**src/rtl/flow_seq_pkg.sv**
```systemverilog
// Shared types and helpers for the optical-flow frame sequencer.
// Imported by the sequencer RTL and by its testbench.
package flow_seq_pkg;

  typedef enum logic [2:0] {
    IDLE,
    LAUNCH,
    STREAM,
    DRAIN,
    GAP,
    DONE
  } seq_state_t;

  function automatic int pixel_total(input int w, input int h);
    return w * h;
  endfunction

endpackage

```
**src/rtl/flow_frame_sequencer_if.sv**
```systemverilog
// Control/status bundle between host, frame source and the frame sequencer.
// The sequencer uses the slave modport; the host/frame-source side uses master.
interface flow_frame_sequencer_if #(
  parameter int PAIR_CNT_W = 8
);
  // All strobes are single-cycle pulses with no back-pressure: run/abort are
  // sampled on the clock edge they are high, num_pairs is sampled with an
  // accepted run, src_start/pair_done/seq_done/aborted are high for exactly one
  // cycle, and err_* stay high until the next accepted run.
  logic                  run;
  logic                  abort;
  logic [PAIR_CNT_W-1:0] num_pairs;
  logic                  src_start;
  logic                  src_pixel_valid;
  logic                  src_frame_done;
  logic                  busy;
  logic [PAIR_CNT_W-1:0] pair_idx;
  logic                  pair_done;
  logic                  seq_done;
  logic                  aborted;
  logic                  err_pixcnt;
  logic                  err_timeout;

  modport master (
    output run, abort, num_pairs, src_pixel_valid, src_frame_done,
    input  src_start, busy, pair_idx, pair_done, seq_done, aborted,
           err_pixcnt, err_timeout
  );

  modport slave (
    input  run, abort, num_pairs, src_pixel_valid, src_frame_done,
    output src_start, busy, pair_idx, pair_done, seq_done, aborted,
           err_pixcnt, err_timeout
  );

endinterface

```
**src/rtl/flow_seq_down_counter.sv**
```systemverilog
// Loadable down counter shared by the drain, gap and watchdog timers.
// zero_o flags that the current decrement takes the count from 1 to 0.
module flow_seq_down_counter #(
  parameter int WIDTH = 8
) (
  input  logic             clk,
  input  logic             rst_n,
  input  logic             load_i,
  input  logic [WIDTH-1:0] load_val_i,
  input  logic             dec_i,
  output logic             zero_o
);

  logic [WIDTH-1:0] cnt_q;
  logic [WIDTH-1:0] cnt_d;

  always_comb begin
    cnt_d = cnt_q;
    if (load_i) begin
      cnt_d = load_val_i;
    end else if (dec_i && (cnt_q != '0)) begin
      cnt_d = cnt_q - 1'b1;
    end
  end

  always_ff @(posedge clk or negedge rst_n) begin
    if (!rst_n) begin
      cnt_q <= '0;
    end else begin
      cnt_q <= cnt_d;
    end
  end

  assign zero_o = dec_i && (cnt_q == WIDTH'(1));

endmodule

```
**src/rtl/flow_frame_sequencer.sv**
```systemverilog
// Frame-pair scheduler: launch source, track frame, drain pipeline, blank, repeat.
// Define FLOW_SEQ_WATCHDOG_EN to add the STREAM watchdog (err_timeout/aborted exit).
module flow_frame_sequencer
  import flow_seq_pkg::*;
#(
  parameter int IMAGE_WIDTH    = 320,
  parameter int IMAGE_HEIGHT   = 240,
  parameter int PAIR_CNT_W     = 8,
  parameter int DRAIN_CYCLES   = 2 * IMAGE_WIDTH + 8,
  parameter int GAP_CYCLES     = 16,
  parameter int TIMEOUT_CYCLES = 2 * IMAGE_WIDTH * IMAGE_HEIGHT
) (
  input  logic       clk,
  input  logic       rst_n,
  flow_frame_sequencer_if.slave ctl,
  output seq_state_t state_o
);

`ifdef FLOW_SEQ_WATCHDOG_EN
  localparam bit WD_EN = 1'b1;
`else
  localparam bit WD_EN = 1'b0;
`endif

  localparam int PIX_TOTAL = pixel_total(IMAGE_WIDTH, IMAGE_HEIGHT);
  localparam int PIX_W     = $clog2(PIX_TOTAL) + 1;
  localparam int CNT_MAX0  = (DRAIN_CYCLES > GAP_CYCLES) ? DRAIN_CYCLES : GAP_CYCLES;
  localparam int CNT_MAX   = (WD_EN && (TIMEOUT_CYCLES > CNT_MAX0)) ? TIMEOUT_CYCLES : CNT_MAX0;
  localparam int CNT_W     = $clog2(CNT_MAX + 1);

  seq_state_t            state_q;
  logic [PAIR_CNT_W-1:0] num_pairs_q;
  logic [PAIR_CNT_W-1:0] pair_idx_q;
  logic [PIX_W-1:0]      pix_q;
  logic [PIX_W-1:0]      pix_d;
  logic                  busy_q;
  logic                  src_start_q;
  logic                  pair_done_q;
  logic                  seq_done_q;
  logic                  aborted_q;
  logic                  err_pixcnt_q;
  logic                  err_timeout_q;

  logic                  cnt_load;
  logic [CNT_W-1:0]      cnt_val;
  logic                  cnt_dec;
  logic                  cnt_zero;

  // Saturating pixel count including the current cycle's strobe.
  always_comb begin
    pix_d = pix_q;
    if (ctl.src_pixel_valid && (pix_q != '1)) begin
      pix_d = pix_q + 1'b1;
    end
  end

  // One timer serves all timed states; they never overlap.
  always_comb begin
    cnt_load = 1'b0;
    cnt_val  = '0;
    cnt_dec  = 1'b0;
    unique case (state_q)
`ifdef FLOW_SEQ_WATCHDOG_EN
      LAUNCH: begin
        cnt_load = 1'b1;
        cnt_val  = CNT_W'(TIMEOUT_CYCLES);
      end
`endif
      STREAM: begin
        cnt_dec = 1'b1;
        if (ctl.src_frame_done) begin
          cnt_load = 1'b1;
          cnt_val  = CNT_W'(DRAIN_CYCLES);
        end
      end
      DRAIN: begin
        cnt_dec = 1'b1;
        if (cnt_zero && (GAP_CYCLES != 0)) begin
          cnt_load = 1'b1;
          cnt_val  = CNT_W'(GAP_CYCLES);
        end
      end
      GAP:     cnt_dec = 1'b1;
      default: ;
    endcase
  end

  flow_seq_down_counter #(
    .WIDTH(CNT_W)
  ) u_timer (
    .clk       (clk),
    .rst_n     (rst_n),
    .load_i    (cnt_load),
    .load_val_i(cnt_val),
    .dec_i     (cnt_dec),
    .zero_o    (cnt_zero)
  );

  always_ff @(posedge clk or negedge rst_n) begin
    if (!rst_n) begin
      state_q       <= IDLE;
      num_pairs_q   <= '0;
      pair_idx_q    <= '0;
      pix_q         <= '0;
      busy_q        <= 1'b0;
      src_start_q   <= 1'b0;
      pair_done_q   <= 1'b0;
      seq_done_q    <= 1'b0;
      aborted_q     <= 1'b0;
      err_pixcnt_q  <= 1'b0;
      err_timeout_q <= 1'b0;
    end else begin
      src_start_q <= 1'b0;
      pair_done_q <= 1'b0;
      seq_done_q  <= 1'b0;
      aborted_q   <= 1'b0;
      // pair_idx is deliberately left alone on abort so it shows where we stopped.
      if (ctl.abort && (state_q != IDLE)) begin
        state_q   <= IDLE;
        busy_q    <= 1'b0;
        aborted_q <= 1'b1;
      end else begin
        unique case (state_q)
          IDLE: begin
            if (ctl.run && !ctl.abort) begin
              if (ctl.num_pairs != '0) begin
                num_pairs_q   <= ctl.num_pairs;
                pair_idx_q    <= '0;
                err_pixcnt_q  <= 1'b0;
                err_timeout_q <= 1'b0;
                busy_q        <= 1'b1;
                state_q       <= LAUNCH;
              end else begin
                seq_done_q <= 1'b1;
              end
            end
          end
          LAUNCH: begin
            src_start_q <= 1'b1;
            pix_q       <= '0;
            state_q     <= STREAM;
          end
          STREAM: begin
            pix_q <= pix_d;
            if (ctl.src_frame_done) begin
              if (pix_d != PIX_W'(PIX_TOTAL)) begin
                err_pixcnt_q <= 1'b1;
              end
              state_q <= DRAIN;
            end
`ifdef FLOW_SEQ_WATCHDOG_EN
            else if (cnt_zero) begin
              err_timeout_q <= 1'b1;
              aborted_q     <= 1'b1;
              busy_q        <= 1'b0;
              state_q       <= IDLE;
            end
`endif
          end
          DRAIN: begin
            if (cnt_zero) begin
              pair_done_q <= 1'b1;
              if (pair_idx_q == (num_pairs_q - 1'b1)) begin
                state_q <= DONE;
              end else begin
                pair_idx_q <= pair_idx_q + 1'b1;
                state_q    <= (GAP_CYCLES == 0) ? LAUNCH : GAP;
              end
            end
          end
          GAP: begin
            if (cnt_zero) begin
              state_q <= LAUNCH;
            end
          end
          DONE: begin
            seq_done_q <= 1'b1;
            busy_q     <= 1'b0;
            state_q    <= IDLE;
          end
          default: state_q <= IDLE;
        endcase
      end
    end
  end

  assign ctl.src_start   = src_start_q;
  assign ctl.busy        = busy_q;
  assign ctl.pair_idx    = pair_idx_q;
  assign ctl.pair_done   = pair_done_q;
  assign ctl.seq_done    = seq_done_q;
  assign ctl.aborted     = aborted_q;
  assign ctl.err_pixcnt  = err_pixcnt_q;
  assign ctl.err_timeout = err_timeout_q & WD_EN;
  assign state_o         = state_q;

endmodule

```
**src/flat_wrapper.sv**
```systemverilog
// flat-port wrapper written by rule: the top's interface ports become plain ports
module flow_frame_sequencer_flat import flow_seq_pkg::*;
#(
  parameter int IMAGE_WIDTH    = 320,
  parameter int IMAGE_HEIGHT   = 240,
  parameter int PAIR_CNT_W     = 8,
  parameter int DRAIN_CYCLES   = 2 * IMAGE_WIDTH + 8,
  parameter int GAP_CYCLES     = 16,
  parameter int TIMEOUT_CYCLES = 2 * IMAGE_WIDTH * IMAGE_HEIGHT
)
  (clk, rst_n, state_o, ctl_run, ctl_abort, ctl_num_pairs, ctl_src_pixel_valid, ctl_src_frame_done, ctl_src_start, ctl_busy, ctl_pair_idx, ctl_pair_done, ctl_seq_done, ctl_aborted, ctl_err_pixcnt, ctl_err_timeout);
  flow_frame_sequencer_if #(.PAIR_CNT_W(PAIR_CNT_W)) ctl_i ();
  input  logic clk;
  input  logic rst_n;
  output seq_state_t state_o;
  input wire logic [$bits(ctl_i.run)-1:0] ctl_run;
  input wire logic [$bits(ctl_i.abort)-1:0] ctl_abort;
  input wire logic [$bits(ctl_i.num_pairs)-1:0] ctl_num_pairs;
  input wire logic [$bits(ctl_i.src_pixel_valid)-1:0] ctl_src_pixel_valid;
  input wire logic [$bits(ctl_i.src_frame_done)-1:0] ctl_src_frame_done;
  output wire logic [$bits(ctl_i.src_start)-1:0] ctl_src_start;
  output wire logic [$bits(ctl_i.busy)-1:0] ctl_busy;
  output wire logic [$bits(ctl_i.pair_idx)-1:0] ctl_pair_idx;
  output wire logic [$bits(ctl_i.pair_done)-1:0] ctl_pair_done;
  output wire logic [$bits(ctl_i.seq_done)-1:0] ctl_seq_done;
  output wire logic [$bits(ctl_i.aborted)-1:0] ctl_aborted;
  output wire logic [$bits(ctl_i.err_pixcnt)-1:0] ctl_err_pixcnt;
  output wire logic [$bits(ctl_i.err_timeout)-1:0] ctl_err_timeout;
  assign ctl_i.run = ctl_run;
  assign ctl_i.abort = ctl_abort;
  assign ctl_i.num_pairs = ctl_num_pairs;
  assign ctl_i.src_pixel_valid = ctl_src_pixel_valid;
  assign ctl_i.src_frame_done = ctl_src_frame_done;
  assign ctl_src_start = ctl_i.src_start;
  assign ctl_busy = ctl_i.busy;
  assign ctl_pair_idx = ctl_i.pair_idx;
  assign ctl_pair_done = ctl_i.pair_done;
  assign ctl_seq_done = ctl_i.seq_done;
  assign ctl_aborted = ctl_i.aborted;
  assign ctl_err_pixcnt = ctl_i.err_pixcnt;
  assign ctl_err_timeout = ctl_i.err_timeout;
  flow_frame_sequencer #(.IMAGE_WIDTH(IMAGE_WIDTH), .IMAGE_HEIGHT(IMAGE_HEIGHT), .PAIR_CNT_W(PAIR_CNT_W), .DRAIN_CYCLES(DRAIN_CYCLES), .GAP_CYCLES(GAP_CYCLES), .TIMEOUT_CYCLES(TIMEOUT_CYCLES)) u_core (.clk(clk), .rst_n(rst_n), .ctl(ctl_i), .state_o(state_o));
endmodule
```
**config.mk**
```make
export PLATFORM = sky130hd
export DESIGN_NAME = flow_frame_sequencer_flat
export DESIGN_NICKNAME = d
export VERILOG_FILES = /design/src/rtl/flow_seq_pkg.sv /design/src/rtl/flow_frame_sequencer_if.sv /design/src/rtl/flow_seq_down_counter.sv /design/src/rtl/flow_frame_sequencer.sv /design/src/flat_wrapper.sv
export SDC_FILE = /design/constraint.sdc
export NUM_CORES = 1
export LEC_CHECK = 0
export BUFFER_PORTS_ARGS = -buffer_cell sky130_fd_sc_hd__buf_4
export CAP_MARGIN = 20
export CORE_MARGIN = 1
export CORE_UTILIZATION = 45
export DETAILED_ROUTE_END_ITERATION = 10
export PLACE_DENSITY = 0.69
export SKIP_CTS_REPAIR_TIMING = 1
export SLEW_MARGIN = 25
export SYNTH_ARGS = -nofsm -noshare
export SYNTH_HDL_FRONTEND = slang
export SYNTH_SLANG_ARGS = --single-unit
export TNS_END_PERCENT = 30
```
**constraint.sdc**
```tcl
create_clock -name clk -period 3.5 [get_ports clk]
set_input_delay 0.35 -clock clk [delete_from_list [all_inputs] [get_ports clk]]
set_output_delay 0.35 -clock clk [all_outputs]
set_load 0.02 [all_outputs]
```
==> results.md <==
- Predominant post-synthesis flop cell: dfrtp_1
- Final TNS setup: 0 ns
- Drt via density: 5.75
- Crit path kind: flip-flop to flip-flop
- Detailed Place HPWL: 5.37 mm
- Final wirelength: 7.61 mm
- Main area contributors after synthesis: dfrtp_1 39%, o21ai_0 5.9%, nand2_1 4.9%
- Core Util, Final: 51.8%
- First-pass GRT wire length: 13.0 mm
- Initial DRC count: 156
- RSZ-0062 raised after global routing: false
- CP Capture Type: flip-flop
- Largest area contributor in the netlist: dfrtp_1
- Post-Syn Area per Cell: 8.67 µm²
- Slew Limit Headroom: 54.5%
- Final slew viol count: 0
- Final Critical Period: 2.78 ns
- Post-route setup slack: 0.723 ns
- PD cells: 475 nW/µm²
- Number of synthesized register bits: 53
- Clk buf depth: 2
- Congestion Overflow GR: 0
- Clk sinks: 53
- Core ar.: 7250 µm²
- Ys async rst share: 100%
- Peak Freq: 360 MHz
- Cells after Synth: 389
- Die span in y: 88.6 µm
- Yosys warnings: 0
- Vias: 2923
- Worst EP required: 3.69 ns
- Crit path launch type: flip-flop
- Syn nets: 408
- Final nets: 427
- Initial antenna violation count: 0
- Clock latency on the worst-skew pair: 0.31 ns
- Root buffer cell: clkbuf_8
- DRC Markers: 0
- Area grow syn2layout: 11.4%
- Flop2flop setup slack: 0.72 ns
- WL/cell: 15.0 µm
- Max VDD drop: 0.000248 V
- Vias in the first global route: 2737
- WP data arrival: 2.97 ns
- Setup WS pre-CTS: 0.774 ns
- Ports: 32
- Final setup violation count: 0
- Measured slew at the worst slew-check pin: 0.677 ns
- Status: complete, no violations
- # port buffers: 30
- Total CTS buffers: 5
- Share of cells above drive strength 1: 13.2%
- Routed Antenna Nets: 0
- # diodes: 0
- Total die area: 7850 µm²
- Crit path max fanout: 16
- Cell area after synthesis: 3370 µm²
- Part of the Yosys area used for sequential elements: 39.3%
- Worst Hold Class: primary input to async pin
- Gpl congestion: 0.868
- Final worst path period share: 79.4%
- Clock transition at path regs: 0.10 ns
- Fillers: 689
- TritonRoute pass-1 iters: 4
- Leakage: 0.00156 µW
- CTS tree: done
- Tot GR Track Use: 21.0%
- MaxCap Viol Count: 0
- Final Hold Fails: 0
- Layout Skew: 0.0150 ns
- # rows: 31
- Total Power: 1790 µW
- Netlist cell types: 55
- Post-synth EDFFs: 0
- Pin count of the biggest net entering global routing: 54
- Yosys top cell area share: 39.3%
- Die width: 88.6 µm
- CTS HTree Levels: 2
- Starting Density: 46.5%
==> cell usage in the layout, fill, tap and decap left out, types with 7 or more instances in the layout <==
cell type	instances
dfrtp_1	53
nand2_1	44
o21ai_0	40
nor2_1	33
buf_4	31
a21oi_1	26
xnor2_1	12
inv_1	10
nand3_1	10
a31oi_1	10
nor3_1	9
and3_1	8
nand2b_1	8
mux2i_1	8
nand4_1	7
or3_1	7
==> power by group <==
part	internal [µW]	switching, µW	leakage, µW	total (µW)
combinational	239	279	0.000809	518
clock	234	200	0.0000585	434
sequential	706	130	0.000697	835
total	1180	609	0.00156	1790
==> worst max-delay path, cell delays in order (launching register included) <==
cell,delay [ns]
dfrtp_1,0.44
inv_1,0.12
ha_1,0.35
xor3_1,0.38
nor4_1,0.18
o21ai_0,0.14
a21oi_1,0.14
o2111a_1,0.48
nor2_1,0.10
mux2_1,0.33
==> cell usage after synthesis, types with 2 or more instances <==
library cell	n
xor2_1	5
o31ai_1	6
nor2b_1	4
a21oi_1	26
and3_1	8
o2111ai_1	6
a2111oi_0	2
and4_1	4
nor4b_1	3
or3_1	7
nor4_1	5
nand3_1	10
o22ai_1	4
dfrtp_1	53
and2_1	2
nor2_1	33
ha_1	5
nand2_1	44
o31a_1	3
o21ai_1	2
mux2i_1	8
buf_6	4
or4_1	2
a31oi_1	10
a22o_1	2
nand2b_1	8
clkbuf_1	13
nor3_1	9
mux2_2	5
buf_4	2
or2_2	2
o21ai_0	40
nand3b_1	3
inv_1	10
xnor2_1	12
nand4_1	7
o2111a_1	2
==> worst paths after layout <==
| kind | start | end | cells after the start |
|---|---|---|---|
| worst max-delay path | u_core.num_pairs_q[0] | u_core.ctl.pair_idx[0] | 9 |
| worst min-delay path | rst_n | u_core.ctl.pair_idx[3] | 1 |
| worst max register to register | u_core.num_pairs_q[0] | u_core.ctl.pair_idx[0] | 9 |
| worst min register to register | u_core.pix_q[17] | u_core.pix_q[17] | 1 |
| max in group asynchronous | rst_n | u_core.pix_q[0] | 1 |
| min in group clk | ctl_num_pairs[2] | u_core.num_pairs_q[2] | 3 |
==> logic make-up (layout without fill, tap and decap cells) <==
| kind of cell | Yosys count | in the layout | share of synthesized area, % |
|---|---|---|---|
| compound gates | 110 | 110 | 19.7 |
| xor+xnor | 18 | 18 | 5.12 |
| fa+ha+maj | 5 | 5 | 1.85 |
| buf+inv | 30 | 50 | 4.49 |
| flops | 53 | 53 | 39.3 |
| mux | 14 | 14 | 4.38 |
| other cells | 1 | 1 | 0.111 |
| simple gates | 158 | 158 | 25.0 |
==> routing by layer <==
metal  vias up  GRT usage [%]  wire, µm  part of all wire [%]
li1       1460              -         -                     -
met1      1396           28.4      3540                    47
met2        63           35.7      3760                    49
met3         4           2.99       250                   3.3
met4         0           4.69        53                  0.70
met5         -              0         0                     0
==> final cells by class <==
| class | instances | area [µm²] | share of cell area [%] |
|---|---|---|---|
| timing repair buffer | 32 | 244 | 6.49 |
| multi-input combinational | 306 | 1910 | 50.8 |
| tap | 99 | 124 | 3.29 |
| clock buffer | 7 | 86.3 | 2.30 |
| inverter | 10 | 37.5 | 0.998 |
| sequential | 53 | 1330 | 35.3 |
| clock inverter | 1 | 30.0 | 0.799 |
==> flip-flops by register name, indices dropped and copies added (netlist names) <==
name	cells
u_core.ctl.aborted	1
u_core.ctl.busy	1
u_core.ctl.err_pixcnt	1
u_core.ctl.pair_done	1
u_core.ctl.pair_idx	8
u_core.ctl.seq_done	1
u_core.ctl.src_start	1
u_core.num_pairs_q	8
u_core.pix_q	18
u_core.state_o	3
u_core.u_timer.cnt_q	10
==> stage by stage <==
stage	cell area, µm²	instances	hold slack, ns
2_1_floorplan	3370	389	0.0544
3_3_place_gp	3630	499	0.435
3_5_place_dp	3630	499	0.442
4_1_cts	3750	507	0.0989
5_1_grt	3760	508	0.121
6_report	3760	508	0.0568
Power figures use the tool's default switching activity.
